==> config.mk <==
export PLATFORM = sky130hd
export DESIGN_NAME = hood_mode_request_arbiter
export DESIGN_NICKNAME = d
export VERILOG_FILES = /design/src/rtl/hood_mode_request_arbiter.sv
export SDC_FILE = /design/constraint.sdc
export NUM_CORES = 1
export LEC_CHECK = 0
export BUFFER_PORTS_ARGS = -buffer_cell sky130_fd_sc_hd__buf_2
export CELL_PAD_IN_SITES_DETAIL_PLACEMENT = 0
export CELL_PAD_IN_SITES_GLOBAL_PLACEMENT = 1
export CORE_MARGIN = 10
export CORE_UTILIZATION = 48
export DETAILED_ROUTE_END_ITERATION = 12
export PLACE_DENSITY_LB_ADDON = 0.2
export REMOVE_ABC_BUFFERS = 1
export SKIP_CTS_REPAIR_TIMING = 1
export SYNTH_ARGS = -nofsm -noshare
export SYNTH_HDL_FRONTEND = slang
export SYNTH_SLANG_ARGS = --single-unit
==> constraint.sdc <==
create_clock -name clk -period 3.1 [get_ports clk]
set_input_delay 0.155 -clock clk [delete_from_list [all_inputs] [get_ports clk]]
set_output_delay 0.155 -clock clk [all_outputs]
set_load 0.02 [all_outputs]
==> src/rtl/hood_mode_request_arbiter.sv <==
// Debounces NUM_REQ toggle channels, checks each press against a per-mode permission mask,
// and issues one held mode-transition request followed by a cooldown lockout.
module hood_mode_request_arbiter #(
  parameter int MODE_WIDTH = 3,
  parameter int NUM_MODES = 6,
  parameter int NUM_REQ = 4,
  parameter logic [NUM_REQ*MODE_WIDTH-1:0] TARGET_MODES = {3'd0, 3'd3, 3'd2, 3'd1},
  parameter logic [NUM_REQ*NUM_MODES-1:0] ALLOWED = '1,
  parameter int DEBOUNCE_CYCLES = 4,
  parameter int COOLDOWN_CYCLES = 16,
  localparam int CH_W = (NUM_REQ > 1) ? $clog2(NUM_REQ) : 1
) (
  input  logic                  clk,
  input  logic                  rstn,
  input  logic [MODE_WIDTH-1:0] current_mode,
  input  logic [NUM_REQ-1:0]    toggle_in,
  input  logic                  req_ready,
  output logic                  req_valid,
  output logic [MODE_WIDTH-1:0] req_target,
  output logic [CH_W-1:0]       req_channel,
  output logic                  reject,
  output logic                  drop,
  output logic                  busy,
  output logic [1:0]            dbg_state
);

  // Handshake: req_valid rises with req_target/req_channel stable and holds them unchanged
  // until an edge samples req_valid && req_ready; that edge completes the transfer.

  localparam int CNT_W = $clog2(DEBOUNCE_CYCLES + 1);
  localparam int CD_W  = (COOLDOWN_CYCLES > 0) ? $clog2(COOLDOWN_CYCLES + 1) : 1;

  typedef enum logic [1:0] {
    ST_IDLE     = 2'd0,
    ST_REQ      = 2'd1,
    ST_COOLDOWN = 2'd2
  } state_t;

  state_t               state;
  logic [CD_W-1:0]      cd_cnt;
  logic [CNT_W-1:0]     cnt [NUM_REQ];
  logic [NUM_REQ-1:0]   ev;

  logic                  found;
  logic                  lost;
  logic                  permit;
  logic [CH_W-1:0]       win_ch;
  logic [MODE_WIDTH-1:0] win_target;

  assign dbg_state = state;

  // Saturating counters give exactly one event per press, even if the input stays high.
  always_ff @(posedge clk or negedge rstn) begin
    if (!rstn) begin
      for (int r = 0; r < NUM_REQ; r++) cnt[r] <= '0;
      ev <= '0;
    end else begin
      for (int r = 0; r < NUM_REQ; r++) begin
        if (!toggle_in[r]) begin
          cnt[r] <= '0;
          ev[r]  <= 1'b0;
        end else begin
          ev[r] <= (cnt[r] == CNT_W'(DEBOUNCE_CYCLES - 1));
          if (cnt[r] != CNT_W'(DEBOUNCE_CYCLES)) cnt[r] <= cnt[r] + CNT_W'(1);
        end
      end
    end
  end

  // Fixed priority: lowest-index event wins; out-of-range modes never match, so they reject.
  always_comb begin
    found      = 1'b0;
    lost       = 1'b0;
    permit     = 1'b0;
    win_ch     = '0;
    win_target = '0;
    for (int r = 0; r < NUM_REQ; r++) begin
      if (ev[r]) begin
        if (found) begin
          lost = 1'b1;
        end else begin
          found      = 1'b1;
          win_ch     = CH_W'(r);
          win_target = TARGET_MODES[r*MODE_WIDTH +: MODE_WIDTH];
          for (int m = 0; m < NUM_MODES; m++)
            if (current_mode == MODE_WIDTH'(m)) permit = ALLOWED[r*NUM_MODES+m];
        end
      end
    end
  end

  always_ff @(posedge clk or negedge rstn) begin
    if (!rstn) begin
      state       <= ST_IDLE;
      cd_cnt      <= '0;
      req_valid   <= 1'b0;
      req_target  <= '0;
      req_channel <= '0;
      reject      <= 1'b0;
      drop        <= 1'b0;
      busy        <= 1'b0;
    end else begin
      reject <= 1'b0;
      drop   <= 1'b0;
      case (state)
        ST_IDLE: begin
          if (found) begin
            drop <= lost;
            if (permit) begin
              state       <= ST_REQ;
              req_valid   <= 1'b1;
              req_target  <= win_target;
              req_channel <= win_ch;
              busy        <= 1'b1;
            end else begin
              reject <= 1'b1;
            end
          end
        end
        ST_REQ: begin
          drop <= |ev;
          if (req_ready) begin
            req_valid <= 1'b0;
            if (COOLDOWN_CYCLES == 0) begin
              state <= ST_IDLE;
              busy  <= 1'b0;
            end else begin
              state  <= ST_COOLDOWN;
              cd_cnt <= CD_W'(COOLDOWN_CYCLES);
            end
          end
        end
        ST_COOLDOWN: begin
          drop   <= |ev;
          cd_cnt <= cd_cnt - CD_W'(1);
          if (cd_cnt <= CD_W'(1)) begin
            state <= ST_IDLE;
            busy  <= 1'b0;
          end
        end
        default: state <= ST_IDLE;
      endcase
    end
  end

endmodule

==> out/qor.yml <==
global_route:
  first_global_vias: 1263
  grt_pass1_wl_mm: 5.51
  grt_start_max_net_pins: 32
  track_usage: 0.108
  gr-total-overflow: 0
  grt_antenna_before_repair: 0
worst_setup_path:
  r2r-start: "dbg_state[0]"
  arrival_ns: 1.94
  reg2reg_setup_slack_ns: 1.38
  cp-start-kind: "register"
  cp.required_ns: 3.32
  crit_fanout: 12
  endpoint_kind: "register"
  r2r.worst_path.cells: 5
  r2r-end: "dbg_state[1]"
  crit_type: "register to register"
clock_tree:
  cts.clk_slew.worst_paths_ns: 0.09
  clockBufferDepth: 2
  cts-root-buf: "clkbuf_4"
  cts_sinks: 31
  clkLatencyLatePin_ns: 0.33
  tritoncts: "done"
  cts_buffers: 5
  h-tree-depth: 2
yosys:
  synthTopCellsByArea: "dfrtp_1 46%, ha_1 13%, inv_1 4.2%"
  synth_most_common_cell: "dfrtp_1"
  synth-edff-count: 0
  syn_area_mm2: 0.00169
  yosysSeqAreaShare: 0.460
  postSynthCellCount: 168
  yosys_warnings: 0
  synth-main-ff-cell: "dfrtp_1"
  async_flop_share: 1.00
  syn_area_per_cell_um2: 10.0
  yosys-top-cells-count: "31 x dfrtp_1, 19 x inv_1, 18 x ha_1"
  synth.distinct_cells: 42
  synth_top_area_frac: 0.460
  postSynthRegisterBits: 31
  synth_top_area_cell: "dfrtp_1"
worst_hold_path:
  hold_depth: 2
  hp-class: "input pin to register"
  hold_path_end: "ev[2]"
  min-delay-start: "toggle_in[2]"
cells_and_area:
  final_cells: 239
  fin_nets: 220
  antenna_cells: 0
  area_growth_pct: 12.8
  fin_util: 0.566
  fillers: 317
  drive_gt1_frac: 0.161
placed_design:
  dp_hpwl_mm: 2.37
  place_congestion: 0.828
  dpl.cell_count: 230
  portBuffers: 18
power_and_ir_drop:
  p_per_area_mw_per_mm2: 867
  leakage_nw: 0.918
  p_total_w: 0.00165
  ir_drop_uv: 426
timing:
  worst_slew_pin_slew_ns: 0.688
  relSlewSlack: 0.541
  hold_violations: 0
  finClkSkew_ns: 0.00974
  finalCritPeriodShare: 0.556
  rsz0062_at_grt: "no"
  hold-worst-slack_ns: 0.0732
  finalCriticalPeriod_ns: 1.72
  drv_slew: 0
  final.setup.tns_ns: 0
  fmax_ghz: 0.580
  setup_violations: 0
die:
  die_w_um: 79.3
  initial_core_util: 0.502
  core_area_mm2: 0.00336
  pin_count: 21
  dieHeight_um: 79.3
  die_area_mm2: 0.00629
  rows: 21
status:
  status: "complete, no violations"
drt:
  drt_iter0_markers: 70
  vias: 1249
  viasPerCell: 5.23
  avgRoutedWirePerCell_um: 13.0
  drc: 0
  drt_pass1_iterations: 4
  drt_wl_total_mm: 3.11
  ant_nets: 0
job:
  max-cap-violations: 0
-- registers in the layout, summed over array words and instances (netlist names) --
name	cells
busy	1
req_valid	1
req_target	2
req_channel	2
cd_cnt	5
reject	1
cnt	12
drop	1
dbg_state	2
ev	4
-- layout make-up --
class	count	area [um^2]	share of cell area
sequential	31	776	0.408
timing repair buffer	19	100	0.0526
clock buffer	8	68.8	0.0362
inverter	19	71.3	0.0375
tap	46	57.6	0.0302
multi-input combinational	116	830	0.436
-- cell families after synthesis --
logic type               synth area share
AND/OR/NAND/NOR                     0.174
AO/OA/AOI/OAI                       0.148
flip-flops                          0.460
buffers and inverters              0.0489
adder cells (fa/ha/maj)             0.133
XOR/XNOR                           0.0208
multiplexers                       0.0126
other                             0.00222
-- worst max path at each step --
stage	startpoint	end	slack [ns]	depth (start not counted)
finish	dbg_state[0]	dbg_state[1]	1.38	5
global route	dbg_state[0]	dbg_state[1]	1.23	5
CTS	dbg_state[0]	dbg_state[1]	1.38	5
detailed placement	dbg_state[0]	dbg_state[1]	1.38	5
global placement	dbg_state[0]	dbg_state[1]	1.42	5
floorplan	dbg_state[0]	dbg_state[1]	1.47	5
-- routing by layer --
layer,global-route usage,wire length (um),part of all wire
met2,0.171,1490,0.48
met4,0.0538,33,0.011
met3,0.0372,192,0.062
met1,0.126,1390,0.45
met5,0,0,0
-- cell usage in the layout (no fill, tap or decap), drive strengths merged, types with 2 or more instances in the layout --
cell / count
buf: 18
or3: 2
o21bai: 2
a211oi: 2
o21ai: 8
nand3: 7
nand2: 15
clkbuf: 8
dfrtp: 31
a21boi: 9
ha: 18
nor4: 2
inv: 19
a2bb2oi: 2
xnor2: 4
a21oi: 6
nor3: 4
nor2: 6
nor2b: 3
and2: 9
-- critical path, cell delays in order, from the launching register on --
cell	delay, ns
dfrtp_1	0.42
inv_1	0.12
ha_1	0.40
a21boi_1	0.34
and3b_1	0.22
a2bb2oi_1	0.12
-- through the flow --
step | area [um^2] | setup slack [ns]
detailed placement | 1820 | 1.38
global route | 1900 | 1.23
CTS | 1890 | 1.38
global placement | 1820 | 1.42
finish | 1900 | 1.38
floorplan | 1680 | 1.47
-- report_power, final --
| group | internal, W | total, W | switching, W |
|---|---|---|---|
| clock | 0.000133 | 0.000263 | 0.000130 |
| combinational | 0.000305 | 0.000701 | 0.000395 |
| sequential | 0.000556 | 0.000687 | 0.000131 |
| total | 0.000995 | 0.00165 | 0.000656 |
Note: power is estimated with default switching activity, not from simulation.
